<file path="config.mk">
export PLATFORM = sky130hd
export DESIGN_NAME = cpu_mem_arbiter
export DESIGN_NICKNAME = d
export VERILOG_FILES = /design/src/rtl/cpu_mem_arbiter.sv
export SDC_FILE = /design/constraint.sdc
export NUM_CORES = 1
export LEC_CHECK = 0
export BUFFER_PORTS_ARGS = -buffer_cell sky130_fd_sc_hd__buf_4
export CORE_UTILIZATION = 41
export DETAILED_ROUTE_END_ITERATION = 8
export PLACE_DENSITY = 0.88
export SYNTH_ARGS = -nofsm -noshare
export SYNTH_HDL_FRONTEND = slang
export SYNTH_SLANG_ARGS = --single-unit
</file>
<file path="constraint.sdc">
create_clock -name i_clock -period 1.75 [get_ports i_clock]
set_input_delay 0.2625 -clock i_clock [delete_from_list [all_inputs] [get_ports i_clock]]
set_output_delay 0.2625 -clock i_clock [all_outputs]
set_load 0.1 [all_outputs]
</file>
<file path="src/rtl/cpu_mem_arbiter.sv">
// ---------------------------------------------------------------------------
// cpu_mem_arbiter
// Memory arbiter and run sequencer for the 8-bit RISC CPU. Shares the single
// port program/data memory between the external program loader and the CPU
// core, and sequences the core through reset / run / halt around image loads.
//
// Ports
//   i_clock, i_reset          rising-edge clock, async active-low reset
//   i_load_req                loader requests memory ownership (level)
//   i_load_valid/i_load_data  loader byte stream
//   o_load_ready              loader byte accepted on valid & ready
//   o_load_count              bytes written in current/last load (0..2^AW)
//   i_cpu_req/we/addr/wdata   CPU memory access port
//   i_cpu_halt                CPU decoded HLT
//   o_cpu_gnt                 CPU access accepted on req & gnt
//   o_cpu_rvalid/o_cpu_rdata  read return, one cycle after a granted read
//   o_cpu_run, o_cpu_rst_n    CPU clock-enable and active-low reset
//   o_mem_*/i_mem_rdata       synchronous single-port memory, 1-cycle read
//   o_state                   debug: IDLE=0 LOAD=1 START=2 RUN=3 HALT=4
// ---------------------------------------------------------------------------
module cpu_mem_arbiter #(
   parameter int AW           = 5,
   parameter int DW           = 8,
   parameter int START_CYCLES = 2
) (
   input  logic          i_clock,
   input  logic          i_reset,
   input  logic          i_load_req,
   input  logic          i_load_valid,
   input  logic [DW-1:0] i_load_data,
   output logic          o_load_ready,
   output logic [AW:0]   o_load_count,
   input  logic          i_cpu_req,
   input  logic          i_cpu_we,
   input  logic [AW-1:0] i_cpu_addr,
   input  logic [DW-1:0] i_cpu_wdata,
   input  logic          i_cpu_halt,
   output logic          o_cpu_gnt,
   output logic          o_cpu_rvalid,
   output logic [DW-1:0] o_cpu_rdata,
   output logic          o_cpu_run,
   output logic          o_cpu_rst_n,
   output logic          o_mem_en,
   output logic          o_mem_we,
   output logic [AW-1:0] o_mem_addr,
   output logic [DW-1:0] o_mem_wdata,
   input  logic [DW-1:0] i_mem_rdata,
   output logic [2:0]    o_state
);

   localparam logic [2:0] S_IDLE  = 3'd0;
   localparam logic [2:0] S_LOAD  = 3'd1;
   localparam logic [2:0] S_START = 3'd2;
   localparam logic [2:0] S_RUN   = 3'd3;
   localparam logic [2:0] S_HALT  = 3'd4;

   localparam int              SCW       = (START_CYCLES > 1) ? $clog2(START_CYCLES) : 1;
   localparam logic [SCW-1:0]  SC_LAST   = SCW'(START_CYCLES - 1);
   localparam logic [AW-1:0]   ADDR_LAST = '1;

   logic [2:0]     r_state;
   logic [AW-1:0]  r_addr;
   logic [AW:0]    r_load_count;
   logic [SCW-1:0] r_start_cnt;
   logic           r_rvalid;

   logic w_accept;
   logic w_cpu_gnt;
   logic w_cpu_acc;

   assign w_accept  = (r_state == S_LOAD) & i_load_valid;
   // Loader and HLT both take priority over any CPU access in the same cycle.
   assign w_cpu_gnt = (r_state == S_RUN) & ~i_load_req & ~i_cpu_halt;
   assign w_cpu_acc = w_cpu_gnt & i_cpu_req;

   always_ff @(posedge i_clock or negedge i_reset) begin
      if (!i_reset) begin
         r_state      <= S_IDLE;
         r_addr       <= '0;
         r_load_count <= '0;
         r_start_cnt  <= '0;
         r_rvalid     <= 1'b0;
      end else begin
         // Registered independently of state so a read granted in the last
         // RUN cycle still returns its valid.
         r_rvalid <= w_cpu_acc & ~i_cpu_we;
         case (r_state)
            S_IDLE: begin
               if (i_load_req) begin
                  r_state      <= S_LOAD;
                  r_addr       <= '0;
                  r_load_count <= '0;
               end
            end
            S_LOAD: begin
               if (w_accept) begin
                  r_addr       <= r_addr + AW'(1);
                  r_load_count <= r_load_count + (AW+1)'(1);
               end
               // Top address ends the load (no wrap); a byte accepted as
               // load_req falls has already been written above.
               if ((w_accept && (r_addr == ADDR_LAST)) || !i_load_req) begin
                  r_state     <= S_START;
                  r_start_cnt <= '0;
               end
            end
            S_START: begin
               if (r_start_cnt == SC_LAST) begin
                  r_state <= S_RUN;
               end else begin
                  r_start_cnt <= r_start_cnt + SCW'(1);
               end
            end
            S_RUN: begin
               if (i_load_req) begin
                  r_state      <= S_LOAD;
                  r_addr       <= '0;
                  r_load_count <= '0;
               end else if (i_cpu_halt) begin
                  r_state <= S_HALT;
               end
            end
            S_HALT: begin
               if (i_load_req) begin
                  r_state      <= S_LOAD;
                  r_addr       <= '0;
                  r_load_count <= '0;
               end
            end
            default: r_state <= S_IDLE;
         endcase
      end
   end

   always_comb begin
      o_mem_en    = 1'b0;
      o_mem_we    = 1'b0;
      o_mem_addr  = '0;
      o_mem_wdata = '0;
      if (w_accept) begin
         o_mem_en    = 1'b1;
         o_mem_we    = 1'b1;
         o_mem_addr  = r_addr;
         o_mem_wdata = i_load_data;
      end else if (w_cpu_acc) begin
         o_mem_en    = 1'b1;
         o_mem_we    = i_cpu_we;
         o_mem_addr  = i_cpu_addr;
         o_mem_wdata = i_cpu_wdata;
      end
   end

   assign o_load_ready = (r_state == S_LOAD);
   assign o_load_count = r_load_count;
   assign o_cpu_gnt    = w_cpu_gnt;
   assign o_cpu_rvalid = r_rvalid;
   assign o_cpu_rdata  = i_mem_rdata;
   assign o_cpu_run    = (r_state == S_RUN);
   // CPU reset is released in RUN and kept released in HALT so its state
   // stays observable.
   assign o_cpu_rst_n  = (r_state == S_RUN) | (r_state == S_HALT);
   assign o_state      = r_state;

endmodule

</file>
=== After elaboration in Yosys (flattened, before gate mapping) ===
Cells that the tools add are included.
Widths: inputs -> output; s select.

* $add $sub $neg: 3
* Mux-type cells: 23
* Reduce and logical (&&, ||, !) cells: 11
* Bitwise gates (word level): 9
* Equality and inequality tests: 11

{| class="wikitable"
|+ Operators by type and width
! operator !! number
|-
| $mux 5 || 4
|-
| $mux 8 || 2
|-
| $mux 3 || 5
|-
| $mux 6 || 2
|-
| $pmux 3 s4 || 1
|-
| $pmux 6 s2 || 1
|-
| $pmux 5 s2 || 1
|-
| $ne 2x1->1 const B || 4
|-
| $add 6x1->6 const B || 1
|-
| $eq 3x2->1 const B || 2
|-
| $mux 1 || 6
|-
| $add 5x1->5 const B || 1
|-
| $and 1x1->1 || 5
|-
| $eq 5x5->1 const B || 1
|-
| $reduce_and 4->1 || 1
|-
| $reduce_bool 2->1 || 2
|-
| $eq 3x1->1 const B || 1
|-
| $eq 3x3->1 const B || 1
|-
| $logic_not 3->1 || 1
|-
| $ne 3x3->1 const B || 1
|-
| $not 1->1 || 3
|-
| $reduce_and 3->1 || 1
|-
| $reduce_or 3->1 || 1
|-
| $ne 2x2->1 const B || 1
|-
| 8 further kinds || 8
|}

* Output and inout port bits: 37
* Word-level logic and storage cells: 62
* Register bits after elaboration: 16
* Input port bits: 36

=== Logic depth before layout (Yosys ltp) ===
* Depth after elaboration: 6
* Depth in mapped cells: 7
* Mapped depth without buffers: 7

=== Least setup slack after synthesis ===
Ideal clock, no wire load.

* Path type: register to output
* Start: register r_state[0], in the netlist o_state[0]
* End: output port o_mem_addr[0]
* Cell stages (with the launch flop): 8
* Slack: -2.296 ns
* Required time: 1.487 ns
* Arrival time: 3.784 ns
* Path through: dfrtp_1 -> buf_4 -> nand3b_1 -> nor3_2 -> and2_1 -> buf_4 -> buf_6 -> a22o_1

* Longest elaborated chain between the ends: 6
* Elaborated cells between the ends (all ways): 8
* Those cells by class: eq/ne: 2; mux: 2; bitwise: 4

{| class="wikitable"
|+ RTL lines
! element !! line !! text
|-
| start, declared || 61 || <nowiki>logic [2:0] r_state;</nowiki>
|-
| start signal, assigned || 78 || <nowiki>r_state <= S_IDLE;</nowiki>
|-
| start signal, assigned || 90 || <nowiki>r_state <= S_LOAD;</nowiki>
|-
| start signal, assigned || 103 || <nowiki>r_state <= S_START;</nowiki>
|-
| $eq 3x2->1 || 73 || <nowiki>assign w_cpu_gnt = (r_state == S_RUN) & ~i_load_req & ~i_cpu_halt;</nowiki>
|-
| $and 1x1->1 (2 in series) || 73 ||
|-
| named net o_cpu_gnt || 38 || <nowiki>output logic o_cpu_gnt,</nowiki>
|-
| $and 1x1->1 || 74 || <nowiki>assign w_cpu_acc = w_cpu_gnt & i_cpu_req;</nowiki>
|-
| $mux 5 || 145 || <nowiki>end else if (w_cpu_acc) begin</nowiki>
|-
| $mux 5 || 140 || <nowiki>if (w_accept) begin</nowiki>
|-
| end, declared || 45 || <nowiki>output logic [AW-1:0] o_mem_addr,</nowiki>
|}

The timed path passes the listed nets, and every way through them passes these cells.

=== Worst setup path in the final report ===
* Start: register r_state[2], in the netlist o_state[2]
* End: output port o_mem_wdata[6]

* Longest elaborated chain between the ends: 6
* Elaborated cells between the ends (all ways): 8
* Those cells by class: eq/ne: 2; mux: 2; bitwise: 4

{| class="wikitable"
|+ RTL lines
! element !! line !! text
|-
| $eq 3x2->1 || 73 ||
|-
| $and 1x1->1 (2 in series) || 73 ||
|-
| $and 1x1->1 || 74 ||
|-
| $mux 8 || 145 ||
|-
| $mux 8 (*) || 140 ||
|-
| end, declared || 46 || <nowiki>output logic [DW-1:0] o_mem_wdata,</nowiki>
|}

Every way passes the cells marked *; elsewhere a longest branch is shown, timed or not.

==> results.toml <==
[synthesis]
syn-num-nets = 153
synthDistinctLibCells = 31
synth_top_cell_by_area = "dfrtp_1"
synth_area_um2 = 1084
avgSynthCellArea_um2 = 9.505
yosysWarningCount = 0
synth_area_leaders = "dfrtp_1 37%, a22o_1 13%, buf_4 6.9%, buf_6 5.2%, a21oi_1 3.7%"
syn-instance-count = 114
synth_top_area_frac = 0.3695
ys_ff_latch = 16
ys_seq_area_frac = 0.3695

[setup_path]
critPathCaptureType = "output pin"
cp_data_required_time_ns = 1.49
setup.worst_path.class = "register to output pin"
cp.arrival_ns = 1.83
critPathLaunchType = "register"
critPathMaxFanout = 8

[sta]
setup_slack_ns = -0.3466
period_share = 1.198
fin_crit_ns = 2.097
maxSlewHeadroom = 0.7511
hold_violations = 0
tightest_slew_ns = 0.3695
rsz0062_at_grt = "yes"
setup_viol = 18
fmax_mhz = 477.0
drv_slew = 0
finClkSkew_ns = 0.008513

[route]
drt_iter0_markers = 55
via_per_inst = 6.112
drt_wl_total_um = 4644
detail-route-antenna-nets = 0
firstDrtPassIters = 4
num_vias = 1314
routedWlPerCell_um = 21.60
drcViolationCount = 0

[clocking]
cts_buffers = 3
cts_root_buf = "clkbuf_4"
cts_tree = "built"
cts_max_level = 1
cts.sinks = 16
ctsLongestPathBuffers = 2
worstSkewPairLatency_ns = 0.31
clk_pin_slew_ns = 0.11

[global_routing]
grt_use_total = 0.2979
grt_pass1_vias = 1237
antenna_found_initial = 0
grt_start_max_net_pins = 18
grt.overflow.total = 0
grt_pass1_wl_um = 5823

[status]
status = "finished, violations left"
violations = "setup timing"

[pwr]
vdd.ir_drop.worst_mv = 1.612
leakagePower_nw = 1.032
power.density_nw_per_um2 = 1751

[final_layout]
diodes = 0
final_nets = 225
drive_above_1_share = 0.6595
syn2layout_area_growth_pct = 103.1
stdcell_count = 215
final_core_util = 0.8884

[floorplanning]
std_cell_rows = 18
die_x_um = 53.41
die_y_um = 53.41
ioPinCount = 73
core_um2 = 2477
die_area_um2 = 2852
initial_utilization = 0.4374

[place]
port_buffers = 56
place_inst = 197
gp_congestion = 0.9069
hpwl_um = 2456

[hold_path]
hold_class = "input pin to register"

[job]
cap_viol_max_count = 0
==> kinds of logic (layout without fill, tap and decap cells) <==
logic type	count (synthesis)	in the layout	synth area share
muxes	1	1	0.009238
DFF	16	16	0.3695
and+or+nand+nor	33	34	0.1744
buffers and inverters	19	87	0.1362
AOI/OAI and AO/OA	42	44	0.2760
adders and majority gates	3	3	0.03465
==> worst max-delay path, cell delays in order, from the launching register on <==
cell       delay, ns
dfrtp_4         0.48
nand3b_1        0.23
nor3_4          0.16
and2_4          0.20
clkbuf_16       0.16
a22o_4          0.12
buf_12          0.16
==> area by class of cell <==
| class | instances | area, um^2 |
|---|---|---|
| Fill cell | 99 | 276.5 |
| Sequential cell | 16 | 411.6 |
| Tap cell | 30 | 37.54 |
| Multi-Input combinational cell | 82 | 807.0 |
| Clock buffer | 4 | 26.28 |
| Inverter | 3 | 11.26 |
| Timing Repair Buffer | 80 | 907.1 |
==> power by group <==
| part | total (mW) | internal [mW] | leakage [nW] | switching, mW |
|---|---|---|---|---|
| registers | 0.595 | 0.480 | 0.211 | 0.115 |
| clock network | 0.226 | 0.0891 | 0.0150 | 0.137 |
| logic | 3.03 | 1.18 | 0.806 | 1.85 |
==> path summary, 6_finish.rpt <==
path                             start              end  slack (ns)  depth (start not counted)
hold reg to reg            r_start_cnt      r_start_cnt        0.55                          1
setup / recovery            o_state[2]   o_mem_wdata[6]       -0.35                          6
min in group asynchronous      i_reset        r_addr[2]        0.35                          2
setup reg to reg            o_state[1]  o_load_count[4]           0                          6
hold / removal                i_cpu_we     o_cpu_rvalid        0.23                          2
max in group asynchronous      i_reset       o_state[0]        1.19                          2
==> per-stage QoR <==
stage	setup WS (ns)	hold slack (ns)	total power, mW	setup TNS, ns	instance area (um^2)
after CTS	-0.3241	0.2291	3.529	-4.751	2061
after global placement	-0.1048	0.1321	2.769	-1.769	1694
after floorplan	-1.110	-0.03309	2.402	-19.81	1249
after detailed placement	-0.1506	0.1348	2.840	-2.697	1694
final	-0.3466	0.2338	3.855	-5.036	2201
after global routing	-0.4026	0.2334	3.960	-6.159	2201
==> cell usage in the layout, fill, tap and decap left out, drive strengths merged, types with 4 or more instances in the layout <==
cell type / n
buf: 78
a22o: 16
dfrtp: 16
o21ai: 10
nand2: 9
a21oi: 8
or3: 6
clkbuf: 5
nor2: 4
==> timing repair <==
item / CTS / global route
resized for setup: 68 / 11
hold buffers: 1 / 0
pin swaps: 5 / 14
setup endpoints to repair: 30 / 28
buffers inserted: 7 / 3
gates cloned: 1 / 3
hold endpoints to repair: 16 / 0
==> metal layers <==
metal / vias to the layer above / GRT usage / part of all wire
met5: - / 0 / 0
met4: 0 / 0.2281 / 0.052
met3: 27 / 0.02874 / 0.067
met2: 97 / 0.5521 / 0.54
met1: 635 / 0.2981 / 0.34
li1: 555 / - / -
==> flip-flops by register name (all words and copies together) (netlist names) <==
name	count
r_start_cnt	1
o_load_count	6
o_state	3
r_addr	5
o_cpu_rvalid	1
==> cell usage after synthesis (all sizes together) <==
library cell,number
a22o,16
buf,16
dfrtp,16
o21ai,10
nand2,9
a21oi,8
or3,6
nor2,4
ha,3
inv,3
nand3,3
o21a,3
and2,2
nand3b,2
a21boi,1
a21o,1
a2bb2oi,1
and2b,1
and3,1
and4,1
mux2i,1
nand2b,1
nor3,1
nor3b,1
o211ai,1
o22a,1
or2,1
Note: power is estimated with default switching activity, not from simulation.
